### src/rtl/ssc_pkg.sv
// Shared types and defaults for the square/ship code filter.
// Code pairs are always packed as {Ship, Square}: Square occupies the low
// SQ_W bits and Ship the SH_W bits above it.
package ssc_pkg;

    localparam int SQ_W_DEF = 12;
    localparam int SH_W_DEF = 8;

    // Bit position where the Ship field starts inside a packed code pair.
    localparam int SHIP_LSB_DEF = SQ_W_DEF;

    typedef enum logic [1:0] {
        ST_INIT   = 2'd0,
        ST_LOCKED = 2'd1,
        ST_SETTLE = 2'd2
    } state_t;

endpackage

### src/rtl/ssc_tick_gen.sv
// Sample-tick prescaler: counts 0..PRESC_DIV-1 and pulses tick on the last count.
// Latency: first tick is PRESC_DIV cycles after reset release; tick is combinational from the count.
// Backpressure: none, free-running.
// Ports: CLK (clock), nRESET (sync active-low reset), tick (one-cycle sample strobe).
module ssc_tick_gen
    import ssc_pkg::*;
#(
    parameter int PRESC_DIV = 1000
) (
    input  logic CLK,
    input  logic nRESET,
    output logic tick
);

    localparam int PW = (PRESC_DIV > 1) ? $clog2(PRESC_DIV) : 1;

    logic [PW-1:0] cnt_q;

    // With PRESC_DIV=1 the counter sits at 0 and tick is high every cycle.
    assign tick = (cnt_q == PW'(PRESC_DIV - 1));

    always_ff @(posedge CLK) begin
        if (!nRESET) begin
            cnt_q <= '0;
        end else if (tick) begin
            cnt_q <= '0;
        end else begin
            cnt_q <= cnt_q + 1'b1;
        end
    end

endmodule

### src/rtl/ssc_code_filter.sv
// Debounces the raw {Ship,Square} code pair: a code is published after STABLE_N identical ticks.
// Latency: outputs register at the edge closing the locking tick (>= STABLE_N ticks after first match).
// Backpressure: none; chg_flag is sticky until chg_ack, unstable flags a settle timeout.
// Ports: CLK, nRESET (sync active-low), Square_in/Ship_in (raw codes), chg_ack (clears chg_flag),
//        Square_o/Ship_o (debounced code), code_valid, code_chg (pulse), chg_flag (sticky), unstable.
module ssc_code_filter
    import ssc_pkg::*;
#(
    parameter int PRESC_DIV = 1000,
    parameter int STABLE_N  = 4,
    parameter int TMO_N     = 32,
    parameter int SQ_W      = SQ_W_DEF,
    parameter int SH_W      = SH_W_DEF
) (
    input  logic            CLK,
    input  logic            nRESET,
    input  logic [SQ_W-1:0] Square_in,
    input  logic [SH_W-1:0] Ship_in,
    input  logic            chg_ack,
    output logic [SQ_W-1:0] Square_o,
    output logic [SH_W-1:0] Ship_o,
    output logic            code_valid,
    output logic            code_chg,
    output logic            chg_flag,
    output logic            unstable
);

    localparam int CW = SQ_W + SH_W;
    localparam int SW = $clog2(STABLE_N + 1);
    localparam int TW = $clog2(TMO_N + 1);

    logic          tick;
    logic [CW-1:0] sample;

    state_t        state_q, state_d;
    logic [CW-1:0] cand_q, cand_d;
    logic [SW-1:0] stab_q, stab_d;
    logic [TW-1:0] tmo_q, tmo_d;
    logic [CW-1:0] pub_q, pub_d;
    logic          valid_q, valid_d;
    logic          chg_q, chg_d;
    logic          flag_q, flag_d;
    logic          unst_q, unst_d;
    logic          lock_now;

    ssc_tick_gen #(
        .PRESC_DIV (PRESC_DIV)
    ) u_tick (
        .CLK    (CLK),
        .nRESET (nRESET),
        .tick   (tick)
    );

    assign sample = {Ship_in, Square_in};

    // Stability tracker: runs on every tick regardless of FSM state, so the
    // FSM only needs to look at lock_now.
    always_comb begin
        cand_d = cand_q;
        stab_d = stab_q;
        if (sample == cand_q) begin
            if (stab_q != SW'(STABLE_N)) begin
                stab_d = stab_q + 1'b1;
            end
        end else begin
            cand_d = sample;
            stab_d = SW'(1);
        end
        lock_now = (stab_d == SW'(STABLE_N));
    end

    always_comb begin
        state_d = state_q;
        pub_d   = pub_q;
        valid_d = valid_q;
        chg_d   = 1'b0;
        unst_d  = unst_q;
        tmo_d   = tmo_q;
        if (tick) begin
            case (state_q)
                ST_INIT: begin
                    if (lock_now) begin
                        pub_d   = cand_d;
                        valid_d = 1'b1;
                        chg_d   = 1'b1;
                        state_d = ST_LOCKED;
                    end
                end
                ST_LOCKED: begin
                    if (sample != pub_q) begin
                        if (STABLE_N == 1) begin
                            // A single differing sample is already a lock.
                            pub_d = sample;
                            chg_d = 1'b1;
                        end else begin
                            state_d = ST_SETTLE;
                            tmo_d   = TW'(1);
                        end
                    end
                end
                ST_SETTLE: begin
                    if (lock_now) begin
                        // Re-locking onto the old code is a glitch: no publish.
                        if (cand_d != pub_q) begin
                            pub_d = cand_d;
                            chg_d = 1'b1;
                        end
                        unst_d  = 1'b0;
                        state_d = ST_LOCKED;
                    end else if (tmo_q == TW'(TMO_N)) begin
                        unst_d = 1'b1;
                    end else begin
                        tmo_d = tmo_q + 1'b1;
                    end
                end
                default: begin
                    state_d = ST_INIT;
                end
            endcase
        end
    end

    // The set source is the registered change pulse, so an ack landing in the
    // code_chg cycle loses against the set.
    always_comb begin
        flag_d = flag_q;
        if (chg_q) begin
            flag_d = 1'b1;
        end else if (chg_ack) begin
            flag_d = 1'b0;
        end
    end

    always_ff @(posedge CLK) begin
        if (!nRESET) begin
            state_q <= ST_INIT;
            cand_q  <= '0;
            stab_q  <= '0;
            tmo_q   <= '0;
            pub_q   <= '0;
            valid_q <= 1'b0;
            chg_q   <= 1'b0;
            flag_q  <= 1'b0;
            unst_q  <= 1'b0;
        end else begin
            if (tick) begin
                cand_q <= cand_d;
                stab_q <= stab_d;
            end
            state_q <= state_d;
            tmo_q   <= tmo_d;
            pub_q   <= pub_d;
            valid_q <= valid_d;
            chg_q   <= chg_d;
            flag_q  <= flag_d;
            unst_q  <= unst_d;
        end
    end

    assign Square_o   = pub_q[SQ_W-1:0];
    assign Ship_o     = pub_q[CW-1:SQ_W];
    assign code_valid = valid_q;
    assign code_chg   = chg_q;
    assign chg_flag   = flag_q;
    assign unstable   = unst_q;

endmodule

### config.mk
export PLATFORM = sky130hd
export DESIGN_NAME = ssc_code_filter
export DESIGN_NICKNAME = d
export VERILOG_FILES = /design/src/rtl/ssc_pkg.sv /design/src/rtl/ssc_tick_gen.sv /design/src/rtl/ssc_code_filter.sv
export SDC_FILE = /design/constraint.sdc
export NUM_CORES = 1
export LEC_CHECK = 0
export ABC_AREA = 0
export BUFFER_PORTS_ARGS = -buffer_cell sky130_fd_sc_hd__buf_2
export CAP_MARGIN = 20
export CORE_MARGIN = 2
export CORE_UTILIZATION = 40
export CTS_BUF_LIST = sky130_fd_sc_hd__clkbuf_4
export DETAILED_ROUTE_END_ITERATION = 10
export GPL_TIMING_DRIVEN = 0
export PLACE_DENSITY = 0.61
export SLEW_MARGIN = 20
export SYNTH_ARGS = -nofsm -noshare
export SYNTH_HDL_FRONTEND = slang
export SYNTH_HIERARCHICAL = 1
export SYNTH_SLANG_ARGS = --single-unit
### constraint.sdc
create_clock -name CLK -period 2.25 [get_ports CLK]
set_clock_uncertainty 0.2 [all_clocks]
set_input_delay 0.45 -clock CLK [delete_from_list [all_inputs] [get_ports CLK]]
set_output_delay 0.45 -clock CLK [all_outputs]
set_load 0.02 [all_outputs]
==> run_results.csv <==
group,metric,value,unit
final_layout,multi_input_comb_area,2000,um^2
routing,dr_vias_cell,5.19,
routing,drt-pass1-iter-count,4,
yosys,synth_top_cell_by_area,"sky130_fd_sc_hd__dfxtp_1",
global_routing,gr-total-overflow,0,
power,cellPowerDensity,488,nW/um^2
sta,setup-tns-final,0,ns
final_layout,area_delta_synth_final,24.2,%
worst_setup_path,category_of_the_critical_setup_timing_path,"register to register",
worst_setup_path,worstReg2RegStart,"stab_q[0]$_SDFFE_PN0P_",
cts,tritoncts_num_sinks,65,
worst_setup_path,worst_path_cell_trace,"inv_6 > ha_4 > nor4b_4 > o21a_1 > o211ai_4 > a211oi_4 > buf_6 > clkbuf_16 > mux2i_1",
final_layout,diodes,0,
sta,grt_setup_unrepaired,"yes",
final_layout,postLayoutCoreUtil,0.518,
hold_path,hold_end,"pub_q[3]$_SDFFE_PN0P_",
global_routing,antenna_violations_before_repair,0,
floorplanning,core_area,7850,um^2
worst_setup_path,critical_path.startpoint_type,"register",
yosys,syn-instance-count,360,
power,power_report.internal_total,0.00144,W
global_routing,first_pass_grt_wire_length,13200,um
placed_design,place.port_buffers,46,
final_layout,final-instance-count-excl-fill,539,
sta,max_slew.worst_pin.slew,0.684,ns
routing,route.antenna.remaining_nets,0,
yosys,synth-edff-count,0,
yosys,netlist_area,3270,um^2
yosys,netlist_top_cells_count,"sky130_fd_sc_hd__dfxtp_1, sky130_fd_sc_hd__nand2_1, sky130_fd_sc_hd__xor2_1",
cts,clock_latency_of_the_later_clocked_register_in_the_worst_skew_pair,0.41,ns
yosys,syn_area_per_cell,9.10,um^2
floorplanning,die_height,94.5,um
yosys,count_of_yosys_warnings_during_synthesis,6,
cts,clock_tree.htree_level_count,3,
cts,cts_hold_repair.buffers,0,
worst_setup_path,timing.reg2reg.setup_slack,0.03,ns
power,pwr-share-clk,0.322,
yosys,largest_cells_by_area_after_synthesis,"sky130_fd_sc_hd__dfxtp_1, sky130_fd_sc_hd__mux2i_1, sky130_fd_sc_hd__xor2_1",
placed_design,place_hpwl,5600,um
cts,cts.path.max_buffers,2,
power,peakVddDrop,0.320,mV
sta,final.period_utilization,0.985,
routing,drcViolationCount,0,
worst_setup_path,data_required_time_of_the_critical_path,2.38,ns
global_routing,grt.total_usage,0.193,
floorplanning,pin_count,47,
final_layout,layout_net_count,461,
cts,numCtsBuffers,9,
worst_setup_path,path_max_fanout,5,
sta,finalSetupViolations,0,
sta,maxSlewViolCount,0,
yosys,asyncSetResetFlopFracSynth,0,
placed_design,post-place-cells,508,
floorplanning,die_w,94.5,um
routing,finalWirelength,8230,um
placed_design,gpl.final_weighted_congestion,0.808,
routing,vias,2797,
sta,final.hold.worst_slack,0.121,ns
floorplanning,design.die.area,8930,um^2
power,combPwrFrac,0.085,
routing,post_drt_wl_per_cell,15.3,um
sta,timing.slew.headroom,0.544,
sta,hold_viol_final,0,
floorplanning,floorplan.rows,32,
power,net-switching-power,0.000541,W
power,switching_share,0.273,
global_routing,first_global_vias,2667,
final_layout,regArea,1320,um^2
cts,cts_tree,"built",
power,power.static_leakage,1.59,nW
run,number_of_max_cap_violations,0,
worst_setup_path,critPathArrivalTime,2.35,ns
worst_setup_path,timing.critical_path.to_type,"register",
yosys,synth.distinct_cells,47,
power,p_seq_frac,0.593,
yosys,synth_top_area_frac,0.397,
worst_setup_path,crit_slowest_cell,"sky130_fd_sc_hd__dfxtp_4",
sta,timing.final.crit_period,2.22,ns
final_layout,final_layout_size_suffix_gt1_frac,0.293,
yosys,net_count_after_synthesis,388,
cts,clkSlewWorstSetupHoldPaths,0.10,ns
power,finalPower,0.00198,W
sta,clock.fmax,451,MHz
final_layout,filler_cell_count,761,
hold_path,worst_hold_path_depth,3,
yosys,synth_ff_type,"sky130_fd_sc_hd__dfxtp_1",
yosys,ys_seq_area_frac,0.397,
hold_path,hold_path.class,"input port to register",
floorplanning,initial_utilization,0.417,
global_routing,grt_start_max_net_pins,11,
worst_setup_path,critPathMaxStageDelay,0.39,ns
worst_setup_path,r2r_cells,9,
yosys,most_used_standard_cell_by_instance_count_after_synthesis,"sky130_fd_sc_hd__dfxtp_1",
outcome,status,"completed",
yosys,synth-seq-cells,65,
routing,initialDrtViolationCount,128,
hold_path,worst_hold_launch,"Square_in[3]",
worst_setup_path,crit-reg2reg-capture,"pub_q[14]$_SDFFE_PN0P_",
cts,cts_root_buffer,"sky130_fd_sc_hd__clkbuf_4",
## registers in the layout, indices dropped and copies added (netlist names), 2 cells and up
| register | count |
|---|---|
| cand_q | 20 |
| pub_q | 20 |
| stab_q | 3 |
| state_q | 2 |
| tmo_q | 6 |
| u_tick/cnt_q | 10 |
## per-stage QoR
| stage | instance area [um^2] | setup WS [ns] |
|---|---|---|
| final | 4070 | 0.0339 |
| after global placement | 3630 | -0.368 |
| after global routing | 4070 | -0.0591 |
| after CTS | 3870 | -0.0323 |
| after detailed placement | 3630 | -0.422 |
| after floorplan | 3270 | 0.00126 |
## layout by cell type, fill, tap and decap left out, types with 9 or more instances in the layout
cell                       count
sky130_fd_sc_hd__buf_4        12
sky130_fd_sc_hd__dfxtp_1      53
sky130_fd_sc_hd__dfxtp_2      11
sky130_fd_sc_hd__nor2_1       34
sky130_fd_sc_hd__clkbuf_4     11
sky130_fd_sc_hd__nand2_1      59
sky130_fd_sc_hd__mux2i_1      40
sky130_fd_sc_hd__buf_2        47
sky130_fd_sc_hd__inv_1         9
sky130_fd_sc_hd__xor2_1       40
sky130_fd_sc_hd__a21oi_1      10
## repair_timing
item                       CTS  global route
setup buffers                7             7
gates cloned                 1             2
resized for setup           17            39
pin swaps                    5            13
setup endpoints to repair   52            48
## cells by family (layout without fill, tap and decap cells)
logic type / Yosys count / in the layout / share of synthesized area
buffers and inverters: 25 / 101 / 0.0363
multiplexers: 40 / 40 / 0.122
AND/OR/NAND/NOR: 142 / 143 / 0.219
XOR/XNOR: 45 / 45 / 0.120
flip-flops: 65 / 65 / 0.397
adder cells (fa/ha/maj): 5 / 5 / 0.0191
AO/OA/AOI/OAI: 38 / 38 / 0.0860
## how the worst max path moves through the flow
stage                                           from                      to  slack [ns]  cells after the start
after floorplan               stab_q[0]$_SDFFE_PN0P_   pub_q[0]$_SDFFE_PN0P_       0.001                      8
after global placement    u_tick/cnt_q[0]$_SDFF_PP0_  cand_q[1]$_SDFFE_PN0P_       -0.37                      8
after detailed placement  u_tick/cnt_q[0]$_SDFF_PP0_  cand_q[7]$_SDFFE_PN0P_       -0.42                      8
after CTS                     cand_q[7]$_SDFFE_PN0P_   pub_q[9]$_SDFFE_PN0P_       -0.03                      9
after global routing          stab_q[0]$_SDFFE_PN0P_   pub_q[6]$_SDFFE_PN0P_       -0.06                      9
final                         stab_q[0]$_SDFFE_PN0P_  pub_q[14]$_SDFFE_PN0P_        0.03                      9
## power by group through the flow
stage          combinational, W  clock [W]  sequential [W]
2_1_floorplan         0.0000862          0         0.00120
5_1_grt                0.000186   0.000713         0.00118
3_5_place_dp           0.000154          0         0.00120
4_1_cts                0.000160   0.000652         0.00117
6_report               0.000168   0.000640         0.00118
3_3_place_gp           0.000152          0         0.00120
## layout make-up
cell class | count | area share
timing repair buffer | 61 | 0.0914
inverter | 11 | 0.0114
multi-input combinational | 271 | 0.493
buffer | 14 | 0.0246
sequential | 65 | 0.324
tap | 102 | 0.0314
clock inverter | 5 | 0.00585
clock buffer | 10 | 0.0185
## worst max-delay path, delay by kind of cell (launching register included)
kind	cells	cell delay, ns
adders and majority gates	1	0.25
muxes	1	0.17
and+or+nand+nor	1	0.20
buffers and inverters	3	0.37
AOI/OAI and AO/OA	3	0.56
DFF	1	0.39
## per-layer routing
| metal | track usage | routed length, um | up-vias |
|---|---|---|---|
| li1 | - | - | 1393 |
| met3 | 0.0327 | 322 | 12 |
| met5 | 0 | 0 | - |
| met4 | 0.0652 | 141 | 0 |
| met2 | 0.339 | 4240 | 53 |
| met1 | 0.239 | 3520 | 1339 |
No activity file was read; power rests on OpenSTA's default activity.
